`src/rtl/fetch_pkg.sv`:
```
// Shared types and constants for the instruction prefetch buffer.
package fetch_pkg;

    localparam logic [31:0] NOP_INSTR = 32'h0000_0013;

    typedef enum logic [1:0] {
        BOOT = 2'd0,
        RUN  = 2'd1,
        HALT = 2'd2
    } fb_state_t;

    typedef struct packed {
        logic [31:0] pc;
        logic [31:0] instr;
    } fb_entry_t;

endpackage

```
`src/rtl/sync_fifo.sv`:
```
// Synchronous FIFO with synchronous clear and occupancy count.
// Push and pop may occur in the same cycle, including when full.
// Clear has priority over push and pop.
module sync_fifo #(
    parameter int WIDTH = 32,
    parameter int DEPTH = 4
) (
    input  logic                     clk,
    input  logic                     rst_n,
    input  logic                     clr,
    input  logic                     push,
    input  logic [WIDTH-1:0]         wdata,
    input  logic                     pop,
    output logic [WIDTH-1:0]         rdata,
    output logic                     full,
    output logic                     empty,
    output logic [$clog2(DEPTH):0]   count
);

    localparam int AW = $clog2(DEPTH);
    localparam logic [AW:0] DEPTH_L = (AW+1)'(DEPTH);

    logic [WIDTH-1:0] mem_q [DEPTH];
    logic [AW-1:0]    wr_ptr_q, wr_ptr_d;
    logic [AW-1:0]    rd_ptr_q, rd_ptr_d;
    logic [AW:0]      count_q, count_d;
    logic             push_ok;
    logic             pop_ok;

    assign full    = (count_q == DEPTH_L);
    assign empty   = (count_q == '0);
    assign count   = count_q;
    assign rdata   = mem_q[rd_ptr_q];
    assign push_ok = push && (!full || pop);
    assign pop_ok  = pop && !empty;

    // Next pointer and occupancy values.
    always_comb begin
        wr_ptr_d = wr_ptr_q;
        rd_ptr_d = rd_ptr_q;
        count_d  = count_q;
        if (clr) begin
            wr_ptr_d = '0;
            rd_ptr_d = '0;
            count_d  = '0;
        end else begin
            if (push_ok) begin
                wr_ptr_d = wr_ptr_q + 1'b1;
            end
            if (pop_ok) begin
                rd_ptr_d = rd_ptr_q + 1'b1;
            end
            if (push_ok && !pop_ok) begin
                count_d = count_q + 1'b1;
            end else if (pop_ok && !push_ok) begin
                count_d = count_q - 1'b1;
            end
        end
    end

    // Pointer and occupancy registers.
    always_ff @(posedge clk or negedge rst_n) begin
        if (!rst_n) begin
            wr_ptr_q <= '0;
            rd_ptr_q <= '0;
            count_q  <= '0;
        end else begin
            wr_ptr_q <= wr_ptr_d;
            rd_ptr_q <= rd_ptr_d;
            count_q  <= count_d;
        end
    end

    // Storage array; contents need no reset because count gates visibility.
    always_ff @(posedge clk) begin
        if (push_ok && !clr) begin
            mem_q[wr_ptr_q] <= wdata;
        end
    end

endmodule

```
`src/rtl/fetch_buffer.sv`:
```
// Instruction prefetch buffer between the instruction memory port and
// the Fetch->Decode register. Owns the fetch PC, keeps requests in
// flight up to the free queue space, and flushes on a redirect.
// Optional build macro FETCH_BUFFER_BYPASS_EN: a response arriving while
// the queue is empty (and nothing is being dropped) is presented to
// Decode combinationally in the same cycle.
module fetch_buffer
    import fetch_pkg::*;
#(
    parameter int          DEPTH    = 4,
    parameter logic [31:0] RESET_PC = 32'h0000_0000
) (
    input  logic        clk,
    input  logic        reset_n,
    input  logic        redirect,
    input  logic [31:0] redirect_pc,
    input  logic        hlt,
    output logic        imem_req,
    output logic [31:0] imem_addr,
    input  logic        imem_gnt,
    input  logic        imem_rvalid,
    input  logic [31:0] imem_rdata,
    input  logic        take,
    output logic        validF,
    output logic [31:0] instrF,
    output logic [31:0] pcF
);

    localparam int CW = $clog2(DEPTH) + 1;
    localparam logic [CW:0] DEPTH_L = (CW+1)'(DEPTH);

    fb_state_t   state_q, state_d;
    logic [31:0] fetch_pc_q, fetch_pc_d;
    logic [CW-1:0] drop_cnt_q, drop_cnt_d;

    // Instruction queue
    fb_entry_t     iq_wdata, iq_rdata;
    logic          iq_push, iq_pop, iq_clr;
    logic          iq_full, iq_empty;
    logic [CW-1:0] iq_count;

    // Pending-PC queue; its occupancy is the outstanding-request count
    logic [31:0]   pq_rdata;
    logic          pq_push, pq_pop;
    logic          pq_full, pq_empty;
    logic [CW-1:0] pq_count;

    logic [CW:0]   inflight;
    logic          space_ok;
    logic          gnt_fire;
    logic          rsp;
    logic          drop_active;
    logic          bypass;
    logic          take_ok;
    fb_entry_t     head;

    sync_fifo #(
        .WIDTH ($bits(fb_entry_t)),
        .DEPTH (DEPTH)
    ) u_instr_q (
        .clk   (clk),
        .rst_n (reset_n),
        .clr   (iq_clr),
        .push  (iq_push),
        .wdata (iq_wdata),
        .pop   (iq_pop),
        .rdata (iq_rdata),
        .full  (iq_full),
        .empty (iq_empty),
        .count (iq_count)
    );

    sync_fifo #(
        .WIDTH (32),
        .DEPTH (DEPTH)
    ) u_pend_q (
        .clk   (clk),
        .rst_n (reset_n),
        .clr   (1'b0),
        .push  (pq_push),
        .wdata (fetch_pc_q),
        .pop   (pq_pop),
        .rdata (pq_rdata),
        .full  (pq_full),
        .empty (pq_empty),
        .count (pq_count)
    );

    // Request issue, response routing and Decode-facing head selection.
    always_comb begin
        inflight    = {1'b0, iq_count} + {1'b0, pq_count};
        space_ok    = (inflight < DEPTH_L);
        imem_req    = (state_q == RUN) && !redirect && space_ok;
        imem_addr   = fetch_pc_q;
        gnt_fire    = imem_req && imem_gnt;
        rsp         = imem_rvalid;
        drop_active = (drop_cnt_q != '0);
`ifdef FETCH_BUFFER_BYPASS_EN
        bypass      = rsp && !drop_active && iq_empty && !redirect;
`else
        bypass      = 1'b0;
`endif
        iq_wdata    = '{pc: pq_rdata, instr: imem_rdata};
        head        = bypass ? iq_wdata : iq_rdata;
        validF      = !iq_empty || bypass;
        instrF      = validF ? head.instr : NOP_INSTR;
        pcF         = validF ? head.pc : 32'h0000_0000;
        // A redirect kills the head, so a coincident take is meaningless.
        take_ok     = take && validF && !redirect;
        iq_pop      = take_ok && !iq_empty;
        // A bypassed response that Decode takes immediately never lands.
        iq_push     = rsp && !drop_active && !redirect && !(bypass && take_ok);
        iq_clr      = redirect;
        pq_push     = gnt_fire;
        pq_pop      = rsp;
    end

    // Next FSM state, fetch PC and drop counter.
    always_comb begin
        state_d    = state_q;
        fetch_pc_d = fetch_pc_q;
        drop_cnt_d = drop_cnt_q;
        case (state_q)
            BOOT:    state_d = RUN;
            RUN:     if (hlt) state_d = HALT;
            HALT:    if (redirect) state_d = RUN;
            default: state_d = BOOT;
        endcase
        if (gnt_fire) begin
            fetch_pc_d = fetch_pc_q + 32'd4;
        end
        if (rsp && drop_active) begin
            drop_cnt_d = drop_cnt_q - 1'b1;
        end
        if (redirect) begin
            fetch_pc_d = redirect_pc;
            // Everything still in flight after this cycle's response belongs
            // to the old path.
            drop_cnt_d = pq_count - {{(CW-1){1'b0}}, rsp};
        end
    end

    // Control state registers.
    always_ff @(posedge clk or negedge reset_n) begin
        if (!reset_n) begin
            state_q    <= BOOT;
            fetch_pc_q <= RESET_PC;
            drop_cnt_q <= '0;
        end else begin
            state_q    <= state_d;
            fetch_pc_q <= fetch_pc_d;
            drop_cnt_q <= drop_cnt_d;
        end
    end

    a_iq_no_overflow: assert property (@(posedge clk) disable iff (!reset_n)
        !(iq_push && iq_full && !iq_pop));

    a_pq_no_overflow: assert property (@(posedge clk) disable iff (!reset_n)
        !(pq_push && pq_full && !pq_pop));

    a_rsp_has_request: assert property (@(posedge clk) disable iff (!reset_n)
        !(imem_rvalid && pq_empty));

endmodule

```
`config.mk`:
```
export PLATFORM = sky130hd
export DESIGN_NAME = fetch_buffer
export DESIGN_NICKNAME = d
export VERILOG_FILES = /design/src/rtl/fetch_pkg.sv /design/src/rtl/sync_fifo.sv /design/src/rtl/fetch_buffer.sv
export SDC_FILE = /design/constraint.sdc
export NUM_CORES = 1
export LEC_CHECK = 0
export ABC_AREA = 1
export CORE_ASPECT_RATIO = 0.5
export CORE_UTILIZATION = 45
export DETAILED_ROUTE_END_ITERATION = 10
export GPL_ROUTABILITY_DRIVEN = 0
export PLACE_DENSITY = 0.65
export SKIP_LAST_GASP = 1
export SLEW_MARGIN = 25
export SYNTH_ARGS = -nofsm -noshare
export SYNTH_HDL_FRONTEND = slang
export SYNTH_SLANG_ARGS = --single-unit
```
`constraint.sdc`:
```
create_clock -name clk -period 7.2 [get_ports clk]
set_input_delay 1.8 -clock clk [delete_from_list [all_inputs] [get_ports clk]]
set_output_delay 1.8 -clock clk [all_outputs]
set_load 0.1 [all_outputs]
```
Word level (Yosys, flattened, before mapping)
Memories as Yosys holds them, arrays and structs flattened.
Index checks and enable logic that the tools add are counted.
- register bits: 51
- memory bits (writable): 384
- input port bits: 71
- output and inout bits: 98
- memories kept: 2
- add/subtract/negate cells: 12
- $lt $le $gt $ge: 1
- equality and inequality tests: 6
- multiplexer cells: 22
- reductions and logical operators: 41
- memories (memory ; words ; width ; read ports ; clocked after memory_dff ; write ports ; RTL line ; source):
    u_instr_q.mem_q ; 4 ; 64 ; 1 ; 0 ; 1 ; sync_fifo.sv:23 ; logic [WIDTH-1:0] mem_q [DEPTH];
    u_pend_q.mem_q ; 4 ; 32 ; 1 ; 0 ; 1 ; sync_fifo.sv:23 ;
- operators by type and width (operator ; count):
    $mux 32 ; 4
    $add 32x3->32 const B ; 1
    $mux 3 ; 7
    $logic_and 1x1->1 ; 18
    $mux 2 ; 6
    $logic_not 1->1 ; 10
    $reduce_bool 2->1 ; 5
    $sub 3x1->3 const B ; 3
    $add 2x1->2 const B ; 4
    $add 3x1->3 const B ; 2
    $eq 3x3->1 const B ; 2
    $logic_not 3->1 ; 2
    $pmux 2 s3 ; 1
    $reduce_bool 3->1 ; 2
    $add 3x3->4 ; 1
    $lt 4x3->1 const B ; 1
    $mux 1 ; 4
    $ne 2x2->1 const B ; 2
    $sub 3x1->3 ; 1
    $eq 2x1->1 const B ; 1
    $eq 2x2->1 const B ; 1
    $logic_not 2->1 ; 1
    $logic_or 1x1->1 ; 2
    $reduce_and 2->1 ; 1

Longest topological paths before layout
- depth in word-level cells: 12
- depth in mapped cells: 14
- gate-level depth less buffers: 14

By module
From an unflattened synthesis, not the netlist that was laid out.
- cells, all modules: 1644
- area total of the unflattened synthesis: 18495.2 µm²
- modules (own cells, without submodules) (module ; times used ; cells each ; area each (µm²)):
    sync_fifo (u_instr_q) ; 1 ; 688 ; 10003.3
    sync_fifo (u_pend_q) ; 1 ; 378 ; 5230.0
    fetch_buffer ; 1 ; 578 ; 3261.9

Least setup slack after synthesis
OpenSTA, ideal clock, no wires.
- path type: register -> output
- start point: reg u_instr_q.rd_ptr_q[0]
- end point: out instrF[0]
- data arrival time: 4.299 ns
- required time: 5.400 ns
- setup slack: 1.101 ns
- cell stages (with the launch flop): 6
- path buffers: 2
- cells stage by stage: dfrtp_1 > inv_2 > buf_2 > buf_2 > nor2_1 > o311ai_0
- cells in the longest elaborated chain, start to end: 2
- ends and longest elaborated chain (element ; RTL line ; source):
    from (decl) ; sync_fifo.sv:25 ; logic [AW-1:0] rd_ptr_q, rd_ptr_d;
    from (signal assigned) ; sync_fifo.sv:69 ; rd_ptr_q <= rd_ptr_d;
    $mem_v2 4x64 ; -- ;
    $mux 32 ; fetch_buffer.sv:106 ; instrF = validF ? head.instr : NOP_INSTR;
    to (decl) ; fetch_buffer.sv:25 ; output logic [31:0] instrF,
Every way passes these cells.

Final worst setup path
- start point: reg u_instr_q.rd_ptr_q[0]
- end point: out pcF[16]
- cells in the longest elaborated chain, start to end: 2
- ends and longest elaborated chain (element ; RTL line ; source):
    $mem_v2 4x64 ; -- ;
    $mux 32 ; fetch_buffer.sv:107 ; pcF = validF ? head.pc : 32'h0000_0000;
    to (decl) ; fetch_buffer.sv:26 ; output logic [31:0] pcF
Every way passes these cells.

==> results.yml <==
layout:
  syn2layout_area_growth_pct: 19.8
  fillers: 3310
  n_antenna_cell: 0
  final_nets: 1818
  drive_gt1_frac: 0.0841
  ff_latch_area_sq_mm: 0.0128
  multi_input_area_sq_mm: 0.00479
grt:
  grt_pass1_wl_um: 65500
  overflow: 0
  grt_max_degree: 69
  grt_usage: 0.208
  antenna_found_initial: 0
  grt_pass1_vias: 11700
cts:
  htree_levels: 2
  cts_resized: 0
  cts_buffer_depth: 3
  cts_setup_buffers: 0
  root_buffer: "clkbuf_16"
  path_clk_slew_ns: 0.06
  insertion_delay_ns: 0.55
  postCtsHoldBufs: 0
  cts_tree: "built"
  clock_sinks: 435
  numCtsBuffers: 39
pwr:
  pwr-share-comb: 0.411
  peakVddDrop_v: 0.000252
  finalPower_uw: 9230
  p_sw_uw: 4070
  power_frac_clock: 0.236
  intPower_uw: 5160
  sw_frac_of_total: 0.441
  power_leakage_uw: 0.00760
  pwr-share-seq: 0.353
  powerDensity_mw_per_mm2: 424
timing:
  fin_worst_skew_ns: 0.0175
  setup_viol: 0
  post-route-min-period_ns: 5.94
  hold_viol: 0
  timing.setup.tns_ns: 0
  rsz0062_at_grt: "no"
  period_share: 0.826
  relSlewSlack: 0.305
  slew_viol_final: 0
  fin_ws_ns: 1.26
  fmax_mhz: 168
  tightestPinTransition_ns: 1.04
setup_path:
  required_ns: 5.40
  cp.arrival_ns: 4.14
  critPathLaunchType: "register"
  path_max_fanout: 68
  worst_setup_path_end_kind: "output pin"
  crit_type: "reg -> out"
floorplanning:
  die_h_um: 144
  pin_count: 169
  core_sq_mm: 0.0393
  rows: 51
  die-area_sq_mm: 0.0412
  initial_core_util: 0.462
  die_w_um: 286
detailed_routing:
  postRouteAntennaNets: 0
  route.met3.wl_um: 2180
  avgViaCountPerCell: 5.26
  drc: 0
  via_count: 12000
  wl_per_cell_um: 18.7
  top_layer_used: "met4"
  drt_iter0_markers: 1022
  wirelength_um: 42800
  wl_met1_um: 19000
  wl_met2_um: 20600
  first_pass_iters: 5
logic_synthesis:
  synth_edf_count: 384
  syn_area_sq_mm: 0.0181
  ys_types: 39
  yosysTopAreaCellShare: 0.636
  ys_seq_elements: 435
  yosysSeqAreaShare: 0.706
  ys_top_cells_by_area: "edfxtp_1 (64%), nor2_1 (7.9%), dfrtp_1 (7.0%)"
  synthArstFlopShare: 0.117
  ys.flop_type: "edfxtp_1"
  synth_nets: 1662
  syn_inst: 1573
  synth_area_per_cell_sq_um: 11.5
  yosysWarnings: 0
  yosysTopAreaCell: "edfxtp_1"
outcome:
  status: "finished clean"
placed_design:
  io_buffers: 168
  hpwl_um: 25600
  dp_slack_ns: 1.85
hold_path:
  min_path_type: "reg -> reg"
job:
  drv_cap: 0
-- flip-flops by register name, summed over array words and instances, names as in the netlist --
register	count
state_q	2
u_pend_q.wr_ptr_q	2
u_instr_q.wr_ptr_q	2
u_pend_q.rd_ptr_q	2
u_instr_q.mem_q	256
imem_addr	32
u_pend_q.mem_q	128
u_instr_q.rd_ptr_q	2
u_pend_q.count	3
u_instr_q.count	3
drop_cnt_q	3
-- worst max-delay path, stage by stage (launching register included) --
cell and delay (ns):
dfrtp_4 0.41, buf_4 0.54, buf_4 0.71, nor2_1 0.12, nor2_1 0.10, o21ai_0 0.10, a21oi_1 0.33, clkdlybuf4s50_1 1.20
-- layer usage --
metal	vias up	track usage
li1	5778	-
met1	5923	0.283
met2	273	0.348
met3	70	0.0353
met4	0	0.0585
met5	-	0
-- synth_stat cells, types with 6 or more instances --
master    count
edfxtp_1    384
nor2_1      381
o21ai_0     201
nand2_1     185
a21oi_1      66
inv_1        55
dfrtp_1      51
clkbuf_1     41
nand3_1      37
o22ai_1      33
buf_2        25
ha_1         16
nand2_2      16
xor2_1       13
nor2_2        8
buf_1         7
xnor2_1       7
inv_2         6
o211ai_2      6
-- power by group through the flow --
stage	clock network [uW]	registers, uW	logic (uW)
after floorplan	0	3490	2600
after global placement	0	3300	3770
after detailed placement	0	3310	3800
after CTS	2210	3260	3820
after global routing	2320	3280	4010
final	2180	3260	3790
-- cells in the final DEF, fill, tap and decap left out, types with 2 or more instances in the layout --
cell type,count
nand4_1,3
nand2_8,2
dfrtp_2,2
nor2_4,7
clkbuf_1,5
edfxtp_1,384
o211ai_2,6
clkinv_1,5
ha_1,16
nor2_1,373
clkdlybuf4s50_1,166
nand3b_1,4
xnor2_1,7
clkinv_2,7
fa_1,2
inv_2,8
inv_6,2
dfrtp_1,48
bufinv_16,5
xor2_1,13
nor2_2,12
o311ai_0,3
clkinvlp_4,3
clkbuf_16,40
nand2_2,16
nand2_1,185
o21ai_0,201
clkbuf_8,5
a21oi_1,66
o211ai_1,4
buf_4,23
inv_1,53
o22ai_1,33
nand3_1,37
-- area by class of cell --
cell class,count,area share
Sequential cell,435,0.589
Timing Repair Buffer,192,0.0868
Inverter,63,0.0112
Clock inverter,22,0.0117
Clock buffer,50,0.0501
Tap cell,530,0.0305
Multi-Input combinational cell,998,0.220
-- kinds of logic after synthesis --
logic type               share of synthesized area
flip-flops                                   0.706
AO/OA/AOI/OAI                               0.0946
buffers and inverters                       0.0324
AND/OR/NAND/NOR                              0.144
XOR/XNOR                                   0.00966
adder cells (fa/ha/maj)                     0.0132
-- worst paths after layout --
| path | cells after the start | slack [ns] | endpoint | from |
|---|---|---|---|---|
| worst max-delay path | 7 | 1.26 | pcF[16] | u_instr_q.rd_ptr_q[0] |
| worst min-delay path | 0 | 0.54 | u_pend_q.mem_q[2][1] | imem_addr[1] |
| worst max register to register | 14 | 4.16 | u_pend_q.count[2] | u_instr_q.count[2] |
| worst min register to register | 0 | 0.54 | u_pend_q.mem_q[2][1] | imem_addr[1] |
| max in group asynchronous | 2 | 5.23 | u_instr_q.rd_ptr_q[0] | reset_n |
| min in group asynchronous | 2 | 1.40 | state_q[1] | reset_n |
-- metrics by stage --
step | instances | utilization | hold WS (ns) | area, sq um
6_report | 2290 | 0.553 | 0.544 | 21700
5_1_grt | 2290 | 0.553 | 0.574 | 21700
4_1_cts | 2290 | 0.553 | 0.547 | 21700
3_5_place_dp | 2218 | 0.519 | 0.537 | 20400
3_3_place_gp | 2217 | 0.518 | 0.523 | 20400
2_1_floorplan | 1573 | - | 0.503 | 18100
(Power assumes the default switching activity.)
